===== src/rtl/fifo_pkg.sv =====
// Shared parameters, types and helpers for the FIFO read-side logic.
package fifo_pkg;

    localparam int DATA_W    = 32;   // FIFO word width
    localparam int PTR_W     = 5;    // pointer width, wrap bit included
    localparam int DEPTH     = 16;   // FIFO entries
    localparam int LO_THRESH = 150;  // low-byte limit for the range check
    localparam int HI_LIMIT  = 230;  // high-byte limit for the range check
    localparam int CNT_W     = 16;   // delivered-word counter width

    localparam int BUF_CNT_W = 2;    // occupancy width of the 2-entry output buffer

    typedef logic [DATA_W-1:0]    word_t;
    typedef logic [PTR_W-1:0]     ptr_t;
    typedef logic [BUF_CNT_W-1:0] buf_cnt_t;

    // Output buffer occupancy; the encoding doubles as the word count.
    typedef enum logic [BUF_CNT_W-1:0] {
        BUF_EMPTY = 2'd0,
        BUF_ONE   = 2'd1,
        BUF_FULL  = 2'd2
    } buf_state_e;

    // Unread words between the two pointers; the wrap bit makes plain
    // modulo-32 subtraction give the right answer across a wrap.
    function automatic ptr_t ptr_distance(input ptr_t wr, input ptr_t rd);
        return wr - rd;
    endfunction

    // A word is out of range when both its low byte and its top byte
    // exceed their limits at the same time.
    function automatic logic word_out_of_range(input word_t w);
        return (w[7:0] > 8'(LO_THRESH)) && (w[31:24] > 8'(HI_LIMIT));
    endfunction

endpackage


===== src/rtl/fifo_reader_if.sv =====
// FIFO-side and downstream-side signals of the reader, bundled.
// The reader owns the master modport; the environment uses slave.
interface fifo_reader_if;
    import fifo_pkg::*;

    ptr_t  write_ptr;   // writer's pointer
    word_t data_out;    // memory read data, one cycle after Rd_enable
    logic  Rd_enable;   // memory read strobe
    ptr_t  read_ptr;    // reader's pointer, [3:0] is the read address
    logic  empty;       // no unread words
    logic  m_valid;     // downstream word available
    logic  m_ready;     // downstream accepts the word
    word_t m_data;      // downstream word

    modport master (
        input  write_ptr, data_out, m_ready,
        output Rd_enable, read_ptr, empty, m_valid, m_data
    );

    modport slave (
        output write_ptr, data_out, m_ready,
        input  Rd_enable, read_ptr, empty, m_valid, m_data
    );

endinterface


===== src/rtl/fifo_skid_buf.sv =====
// Two-entry in-order output buffer. Words arrive on push, leave on pop;
// head is always the oldest word held. A push and a pop in the same
// cycle keep the occupancy unchanged.
module fifo_skid_buf
    import fifo_pkg::*;
(
    input  logic     clk,
    input  logic     reset,
    input  logic     push,
    input  word_t    data,
    input  logic     pop,
    output buf_cnt_t cnt,
    output word_t    head
);

    buf_state_e state_q, state_d;
    word_t      head_q, head_d;
    word_t      tail_q, tail_d;

    // Occupancy state register.
    // NOTE: sequential state uses non-blocking assignments so every flop
    // samples the pre-edge value regardless of block ordering.
    always_ff @(posedge clk or negedge reset) begin
        if (!reset) state_q <= BUF_EMPTY;
        else        state_q <= state_d;
    end

    // Next occupancy and next slot contents from push/pop.
    always_comb begin
        // NOTE: every output of this block gets a default first, so no
        // path through the case can leave a latch behind.
        state_d = state_q;
        head_d  = head_q;
        tail_d  = tail_q;
        case (state_q)
            BUF_EMPTY: begin
                if (push) begin
                    head_d  = data;
                    state_d = BUF_ONE;
                end
            end
            BUF_ONE: begin
                if (push && pop) begin
                    head_d = data;
                end else if (push) begin
                    tail_d  = data;
                    state_d = BUF_FULL;
                end else if (pop) begin
                    state_d = BUF_EMPTY;
                end
            end
            BUF_FULL: begin
                if (pop) begin
                    head_d = tail_q;
                    if (push) tail_d = data;
                    else      state_d = BUF_ONE;
                end
            end
            default: state_d = BUF_EMPTY;
        endcase
    end

    // Slot registers.
    // NOTE: only two words of storage, and m_data must read 0 out of
    // reset, so these are reset like ordinary flops.
    always_ff @(posedge clk or negedge reset) begin
        if (!reset) begin
            head_q <= '0;
            tail_q <= '0;
        end else begin
            head_q <= head_d;
            tail_q <= tail_d;
        end
    end

    assign cnt  = buf_cnt_t'(state_q);
    assign head = head_q;

endmodule


===== src/rtl/fifo_reader.sv =====
// Read side of a pointer-based FIFO: issues memory reads while the
// output buffer has room (counting the read already in flight), feeds
// returned words into a two-entry buffer for a valid/ready consumer,
// counts delivered words and flags data-range and pointer overruns.
module fifo_reader
    import fifo_pkg::*;
(
    input  logic              clk,
    input  logic              reset,
    fifo_reader_if.master     bus,
    output logic [CNT_W-1:0]  rd_count,
    output logic              range_err,
    output logic              ptr_err
);

    ptr_t     read_ptr_q;
    logic     infl_q;        // a read was issued last cycle; its data is on data_out now
    logic     rd_en;
    logic     pop;
    buf_cnt_t buf_cnt;
    word_t    buf_head;
    logic [2:0] committed;   // buffered words plus the one in flight

    assign bus.empty   = (read_ptr_q == bus.write_ptr);
    assign bus.m_valid = (buf_cnt != '0);
    assign bus.m_data  = buf_head;
    assign pop         = bus.m_valid && bus.m_ready;

    // Issue a read only if, after this cycle's pop, the buffer still has
    // a free slot for it once everything already committed has landed.
    // Held low while reset is asserted so no read leaves during reset.
    assign committed = {1'b0, buf_cnt} + {2'b00, infl_q};
    assign rd_en     = reset && !bus.empty
                       && (committed < (3'd2 + {2'b00, pop}));

    assign bus.Rd_enable = rd_en;
    assign bus.read_ptr  = read_ptr_q;

    // Read pointer advances once per issued read, wrapping at 32.
    always_ff @(posedge clk or negedge reset) begin
        if (!reset)     read_ptr_q <= '0;
        else if (rd_en) read_ptr_q <= read_ptr_q + ptr_t'(1);
    end

    // Remember an issued read so its data is captured one cycle later;
    // clearing this on reset drops any read that was in flight.
    always_ff @(posedge clk or negedge reset) begin
        if (!reset) infl_q <= 1'b0;
        else        infl_q <= rd_en;
    end

    fifo_skid_buf u_skid_buf (
        .clk   (clk),
        .reset (reset),
        .push  (infl_q),
        .data  (bus.data_out),
        .pop   (pop),
        .cnt   (buf_cnt),
        .head  (buf_head)
    );

    // Delivered-word counter, saturating at all ones.
    always_ff @(posedge clk or negedge reset) begin
        if (!reset)                        rd_count <= '0;
        else if (pop && (rd_count != '1))  rd_count <= rd_count + 1'b1;
    end

    // Sticky flag for a delivered word whose bytes are both out of range.
    always_ff @(posedge clk or negedge reset) begin
        if (!reset)                                     range_err <= 1'b0;
        else if (pop && word_out_of_range(bus.m_data))  range_err <= 1'b1;
    end

    // Sticky flag for the writer running more than DEPTH words ahead.
    always_ff @(posedge clk or negedge reset) begin
        if (!reset)
            ptr_err <= 1'b0;
        else if (ptr_distance(bus.write_ptr, read_ptr_q) > ptr_t'(DEPTH))
            ptr_err <= 1'b1;
    end

endmodule


===== src/flat_wrapper.sv =====
// flat-port wrapper written by rule: the top's interface ports become plain ports
module fifo_reader_flat import fifo_pkg::*;
  (clk, reset, rd_count, range_err, ptr_err, bus_write_ptr, bus_data_out, bus_m_ready, bus_Rd_enable, bus_read_ptr, bus_empty, bus_m_valid, bus_m_data);
  fifo_reader_if bus_i ();
  input  logic clk;
  input  logic reset;
  output logic [CNT_W-1:0] rd_count;
  output logic range_err;
  output logic ptr_err;
  input wire logic [$bits(bus_i.write_ptr)-1:0] bus_write_ptr;
  input wire logic [$bits(bus_i.data_out)-1:0] bus_data_out;
  input wire logic [$bits(bus_i.m_ready)-1:0] bus_m_ready;
  output wire logic [$bits(bus_i.Rd_enable)-1:0] bus_Rd_enable;
  output wire logic [$bits(bus_i.read_ptr)-1:0] bus_read_ptr;
  output wire logic [$bits(bus_i.empty)-1:0] bus_empty;
  output wire logic [$bits(bus_i.m_valid)-1:0] bus_m_valid;
  output wire logic [$bits(bus_i.m_data)-1:0] bus_m_data;
  assign bus_i.write_ptr = bus_write_ptr;
  assign bus_i.data_out = bus_data_out;
  assign bus_i.m_ready = bus_m_ready;
  assign bus_Rd_enable = bus_i.Rd_enable;
  assign bus_read_ptr = bus_i.read_ptr;
  assign bus_empty = bus_i.empty;
  assign bus_m_valid = bus_i.m_valid;
  assign bus_m_data = bus_i.m_data;
  fifo_reader u_core (.clk(clk), .reset(reset), .bus(bus_i), .rd_count(rd_count), .range_err(range_err), .ptr_err(ptr_err));
endmodule

===== config.mk =====
export PLATFORM = sky130hd
export DESIGN_NAME = fifo_reader_flat
export DESIGN_NICKNAME = d
export VERILOG_FILES = /design/src/rtl/fifo_pkg.sv /design/src/rtl/fifo_reader_if.sv /design/src/rtl/fifo_skid_buf.sv /design/src/rtl/fifo_reader.sv /design/src/flat_wrapper.sv
export SDC_FILE = /design/constraint.sdc
export NUM_CORES = 1
export LEC_CHECK = 0
export CAP_MARGIN = 20
export CORE_ASPECT_RATIO = 1.1
export CORE_MARGIN = 2
export CORE_UTILIZATION = 45
export CTS_CLUSTER_SIZE = 30
export DETAILED_ROUTE_END_ITERATION = 12
export PLACE_DENSITY = 0.76
export SYNTH_ARGS = -nofsm -noshare
export SYNTH_HDL_FRONTEND = slang
export SYNTH_HIERARCHICAL = 1
export SYNTH_SLANG_ARGS = --single-unit

===== constraint.sdc =====
create_clock -name clk -period 1.8 [get_ports clk]
set_input_delay 0.36 -clock clk [delete_from_list [all_inputs] [get_ports clk]]
set_output_delay 0.36 -clock clk [all_outputs]
set_load 0.005 [all_outputs]

# --- After elaboration in Yosys (flattened, before gate mapping) ---
# Index checks and enable logic that the tools add are counted.
# Widths: inputs -> output; s select.
totals:
  input_bits: 40
  word_cells: 57
  ff_bits: 90
  output_inout_bits: 58
classes:
  add_sub_neg: 5
  n_mux: 15
  order_cmp: 4
  reduce_logical: 15
  eq_ne: 10
ops:
  columns: ["cell", "count"]
  rows:
  - ["$mux 32", 6]
  - ["$pmux 32 s3", 1]
  - ["$pmux 32 s2", 1]
  - ["$add 16x1->16 const B", 1]
  - ["$gt 8x8->1 const B", 2]
  - ["$ne 16x16->1 const B", 1]
  - ["$mux 2", 6]
  - ["$logic_and 1x1->1", 7]
  - ["$ne 2x2->1 const B", 3]
  - ["$pmux 2 s3", 1]
  - ["$add 5x1->5 const B", 1]
  - ["$eq 5x5->1", 1]
  - ["$gt 5x5->1 const B", 1]
  - ["$reduce_and 5->1", 1]
  - ["$sub 5x5->5", 1]
  - ["$ne 2x1->1 const B", 2]
  - ["$reduce_and 4->1", 1]
  - ["$reduce_bool 2->1", 2]
  - ["$add 2x1->3", 1]
  - ["$add 2x1->3 const A", 1]
  - ["$lt 3x3->1", 1]
  - ["$ne 3x1->1 const B", 1]
  - ["$reduce_and 3->1", 1]
  - ["$reduce_bool 3->1", 1]
  - ["4 further kinds", 4]

# --- Depth between registers and ports, before layout ---
logic_depth:
  depth_word: 6
  depth_mapped: 6
  mapped_depth_nobuf: 6

# --- Cells and area by module ---
# The synthesis kept the hierarchy.
by_module_without_submodules:
  columns: ["module", "cells_per_inst", "seq_area_each_um2", "n_inst", "area_each_um2"]
  rows:
  - ["fifo_skid_buf", 185, 1651.6, 1, 2879.0]
  - ["fifo_reader", 124, 600.6, 1, 1377.6]

# --- Worst setup path before layout ---
# OpenSTA, ideal clock, no wires.
synth_path:
  path_type: "register to register"
  startpoint: "register u_core.u_skid_buf.state_q[0] (netlist: u_core/u_skid_buf/cnt[0])"
  endpoint: "register u_core.u_skid_buf.tail_q[10]"
  arrival_ns: 1.839
  slack_ns: -0.164
  setup_ns: 0.125
  n_path_buf: 1
  required_ns: 1.675
  stages_incl_launch_ff: 7
  synth_period_minus_slack_ns: 1.964
  path_cell_list: "dfrtp_1 -> o21ai_4 -> inv_1 -> nand2b_1 -> o22ai_2 -> buf_2 -> mux2_2"
synth_via:
  elab_chain_cells: 5
  word_cells_on_any_way: 10
  classes_between: "4 x eq/ne; 1 x mux; 5 x reduce/logical"
synth_lines:
  columns: ["item", "line", "text"]
  rows:
  - ["start, declared", "fifo_skid_buf.sv:16", "buf_state_e state_q, state_d;"]
  - ["start signal, assigned", "fifo_skid_buf.sv:25", "else state_q <= state_d;"]
  - ["$reduce_bool 2->1 (*)", "fifo_reader.sv:25", "assign bus.m_valid = (buf_cnt != '0);"]
  - ["$logic_and 1x1->1 (*)", "fifo_reader.sv:27", "assign pop = bus.m_valid && bus.m_ready;"]
  - ["net u_core.pop", "fifo_reader.sv:19", "logic pop;"]
  - ["$logic_and 1x1->1", "fifo_skid_buf.sv:43", "if (push && pop) begin"]
  - ["$ne 2x2->1 (no source line)", null, null]
  - ["$reduce_and 3->1 (no source line) (*)", null, null]
  - ["end signal, assigned", "fifo_skid_buf.sv:72", "tail_q <= tail_d;"]
  - ["end, declared", "fifo_skid_buf.sv:18", "word_t tail_q, tail_d;"]
# The timed path passes the listed nets; every way through them passes the cells marked *.
# A chain may end at the register's enable or synchronous reset.

# --- Worst setup path in the final report ---
layout_path:
  startpoint: "register u_core.read_ptr_q[2] (netlist: u_core/bus.read_ptr[2])"
  endpoint: "output port bus_Rd_enable"
layout_via:
  elab_chain_cells: 4
layout_lines:
  columns: ["item", "line", "text"]
  rows:
  - ["start, declared", "fifo_reader.sv:16", "ptr_t read_ptr_q;"]
  - ["start signal, assigned", "fifo_reader.sv:42", "else if (rd_en) read_ptr_q <= read_ptr_q + ptr_t'(1);"]
  - ["$eq 5x5->1", "fifo_reader.sv:24", "assign bus.empty = (read_ptr_q == bus.write_ptr);"]
  - ["$logic_not 1->1", "fifo_reader.sv:33", "assign rd_en = reset && !bus.empty"]
  - ["$logic_and 1x1->1", "fifo_reader.sv:33", null]
  - ["$logic_and 1x1->1", "fifo_reader.sv:34", "&& (committed < (3'd2 + {2'b00, pop}));"]
  - ["end, declared", "flat_wrapper.sv:13", "output wire logic [$bits(bus_i.Rd_enable)-1:0] bus_Rd_enable;"]
# Every way passes these cells.

==> key figures <==
Floorplanning
  • Die Ht: 106.0 µm
  • Die area: 10250 µm²
  • Width of the die: 96.73 µm
  • Placeable core region: 9259 µm²
  • Total number of placement rows: 37
  • Number of top-level pins: 98
  • Starting density of the core: 0.4597

Synthesis
  • Netlist area before placement: 4257 µm²
  • Cell count after synthesis: 309
  • Number of enable-type register cells in the synthesized netlist: 0
  • Flip-flop and latch count after synthesis: 90
  • Warning count from the yosys run: 6
  • Net count after synthesis: 357
  • Average cell area after synthesis: 13.78 µm²
  • Biggest area contributors in the synthesized netlist: sky130_fd_sc_hd__dfrtp_1 (53%), sky130_fd_sc_hd__mux2_2 (25%), sky130_fd_sc_hd__xnor2_1 (3.5%)
  • Proportion of synthesized flip-flops having asynchronous set or reset: 1.000
  • Leading register cell type out of synthesis: sky130_fd_sc_hd__dfrtp_1
  • Number of distinct library cells after synthesis: 45
  • Proportion of netlist area held by the largest area contributor: 0.5291
  • Sequential share of the synthesized area: 0.5291
  • Post-synth top area cell: sky130_fd_sc_hd__dfrtp_1

Worst setup path
  • Category of the worst setup path capture point: primary output
  • Register-to-Register Path Depth: 10
  • CP Data Required Time: 1.44 ns
  • Highest net fanout along the worst path: 2
  • Critical path, cell by cell: inv_2 -> ha_4 -> nand2_4 -> o311a_4 -> nand2_4 -> inv_2 -> buf_2
  • Critical path launch point type: flip-flop
  • Critical Path Max Stage Delay: 0.38 ns
  • Cell with the largest stage delay on the worst path: sky130_fd_sc_hd__dfrtp_1
  • WS Path Type: reg -> out
  • Arrival @ worst endpoint: 1.72 ns

Routing
  • Routed length on met2: 5529 µm
  • Wirelength, routed: 10860 µm
  • Via Count: 3111
  • Iteration count of the initial detailed-routing pass: 4
  • Number of antenna-violating nets in the routed design: 0
  • Uppermost metal layer occupied by signal nets: met4
  • WL/cell: 18.31 µm
  • Post-detailed-route DRC marker count: 0
  • Post-detailed-route via-to-cell ratio: 5.246
  • Routed wire length on met3: 439 µm
  • Detailed Route Iter0 Violations: 91
  • Total routed wire length on the met1 layer: 4723 µm

STA
  • Min Tclk post-route: 2.076 ns
  • Count of final max-slew check failures: 0
  • Worst-case setup margin in the final layout: -0.2755 ns
  • Fmax: 481.8 MHz
  • Setup skew after layout: 0.01481 ns
  • Actual slew at the worst max-slew pin: 0.6134 ns
  • Share of the clock period used by the worst path: 1.153
  • Relative slew margins: 0.5910
  • Final count of negative-setup-slack endpoints: 68
  • RSZ-0062 raised after global routing: yes
  • Number of endpoints with negative hold slack in the final report: 0

Status
  • Violated checks: negative setup slack
  • Outcome: finished with violations

CTS
  • Sinks on the clock net: 90
  • Number of buffers on the longest clock path: 2
  • Number of buffers added by the clock tree synthesis step: 9
  • CTS Root Buffer Type: sky130_fd_sc_hd__clkbuf_8
  • CTS H-tree depth: 3
  • Number of buffers inserted by hold repair at cts: 0
  • Clock-pin slew of the registers on the worst-case setup and hold paths: 0.09 ns
  • TritonCTS clock tree: yes
  • Source-to-sink clock delay at the later pin of the worst-skew pair: 0.36 ns

GRT
  • Maximum number of pins on one net before global-route repair: 49
  • Vias in the first global route: 3296
  • Global route overflow: 0
  • Number of antenna violations at the first check in global routing: 0
  • First-pass GRT wire length: 17050 µm
  • Total routing resource utilization after global routing: 0.2095

Layout
  • Sequential standard cell area: 2255 µm²
  • Area added between synthesis and finish: 52.94%
  • # fillers: 671
  • Final nets: 519
  • Layout cell share with drive strength beyond 1: 0.4475
  • Number of diodes added for antenna fixing: 0
  • Commonest non-fill, non-tap cell in the layout: sky130_fd_sc_hd__dfrtp_1
  • Highest-count cells in the layout ignoring fill and taps: sky130_fd_sc_hd__dfrtp_1 (88), sky130_fd_sc_hd__clkdlybuf4s50_1 (85), sky130_fd_sc_hd__mux2_2 (52)
  • Core Util, Final: 0.7031
  • Combined area of the multi-input logic cells: 2183 µm²

Min path
  • Worst Hold Class: in -> async

Power
  • Leakage power of the design: 2.836 nW
  • Ratio of total power to cell area: 1678 nW/µm²
  • Worst supply voltage drop on vdd: 0.0009938 V
  • Overall power after layout: 10.92 mW

Placement
  • Post-detail-place hpwl: 6304 µm
  • Number of port buffers: 97
  • Worst slack at placement: -0.6923 ns
  • GP Congestion: 0.7897

Flow run
  • Count of max-cap constraint violations: 0
## path summary, 6_finish.rpt
path / slack [ns] / end / startpoint
max in group asynchronous: 0.65 / u_core/u_skid_buf/head[3] / reset
hold / removal: 0.1 / u_core/ptr_err / reset
hold reg to reg: 0.50 / u_core/range_err / u_core/range_err
setup / recovery: -0.28 / bus_Rd_enable / u_core/bus.read_ptr[2]
setup reg to reg: -0.25 / u_core/u_skid_buf/tail_q[31] / u_core/u_skid_buf/cnt[0]
min in group clk: 0.50 / u_core/bus.read_ptr[0] / reset
## cells by family (layout without fill, tap and decap cells)
kind of cell / count (synthesis) / in the layout / share of synthesized area
DFF: 90 / 90 / 0.5291
muxes: 99 / 99 / 0.2637
xor gates and xnor gates: 21 / 21 / 0.04498
buffers and inverters: 21 / 188 / 0.02322
and+or+nand+nor: 52 / 52 / 0.07643
adders and majority gates: 8 / 8 / 0.02352
AOI/OAI and AO/OA: 18 / 18 / 0.03910
## power breakdown
group / switching, mW / internal, mW
clock: 0.743 / 0.688
combinational: 2.01 / 3.91
sequential: 0.637 / 2.93
total: 3.39 / 7.53
## timing repair
action,4_1_cts,5_1_grt
cloned,6,2
endpoints found under the setup margin,69,71
pin swaps,14,10
buffers inserted,25,8
resized for setup,82,32
## metal layers
layer,track usage,up-vias
met4,0.07344,0
met2,0.3566,83
met5,0,-
li1,-,1436
met1,0.2643,1579
met3,0.04734,13
## cell type report
type / count / share of cell area
Sequential cell: 90 / 0.3463
Multi-Input combinational cell: 198 / 0.3354
Timing Repair Buffer: 161 / 0.2581
Tap cell: 117 / 0.02249
Clock buffer: 11 / 0.02172
Clock inverter: 5 / 0.009610
Inverter: 11 / 0.006342
## synthesized netlist by cell type (3+ instances only)
cell,number
sky130_fd_sc_hd__nand2_1,6
sky130_fd_sc_hd__mux2_2,93
sky130_fd_sc_hd__and3_1,3
sky130_fd_sc_hd__buf_4,3
sky130_fd_sc_hd__mux2_1,4
sky130_fd_sc_hd__ha_1,8
sky130_fd_sc_hd__dfrtp_1,90
sky130_fd_sc_hd__xor2_1,3
sky130_fd_sc_hd__xnor2_1,17
sky130_fd_sc_hd__inv_1,11
sky130_fd_sc_hd__nand4_1,7
sky130_fd_sc_hd__nor2_1,4
sky130_fd_sc_hd__nand3_1,9
sky130_fd_sc_hd__buf_2,7
sky130_fd_sc_hd__nand2b_1,4
sky130_fd_sc_hd__nor2b_1,4
## flip-flops by register name, summed over array words and instances, names as in the netlist
register and cells:
u_core/u_skid_buf/tail_q 32, u_core/rd_count 16, u_core/ptr_err 1, u_core/range_err 1
u_core/u_skid_buf/head 32, u_core/u_skid_buf/cnt 2, u_core/infl_q 1, u_core/bus.read_ptr 5
## metrics by stage
stage	std cells	cell area (µm²)	setup TNS (ns)	hold WS [ns]
6_report	593	6510	-10.44	0.09527
5_1_grt	593	6510	-14.52	0.1298
4_1_cts	590	6436	-11.78	0.1112
3_5_place_dp	543	5615	-18.95	0.4612
3_3_place_gp	543	5615	-17.52	0.4463
2_1_floorplan	309	4279	-0.4639	0.06441
## worst max-delay path, delay by kind of cell, from the launching register on
| family | cells | cell delay (ns) |
|---|---|---|
| buffers and inverters | 3 | 0.20 |
| AND/OR/NAND/NOR | 2 | 0.12 |
| flip-flops | 1 | 0.38 |
| adder cells (fa/ha/maj) | 1 | 0.28 |
| AO/OA/AOI/OAI | 1 | 0.38 |
Note: power is estimated with default switching activity, not from simulation.
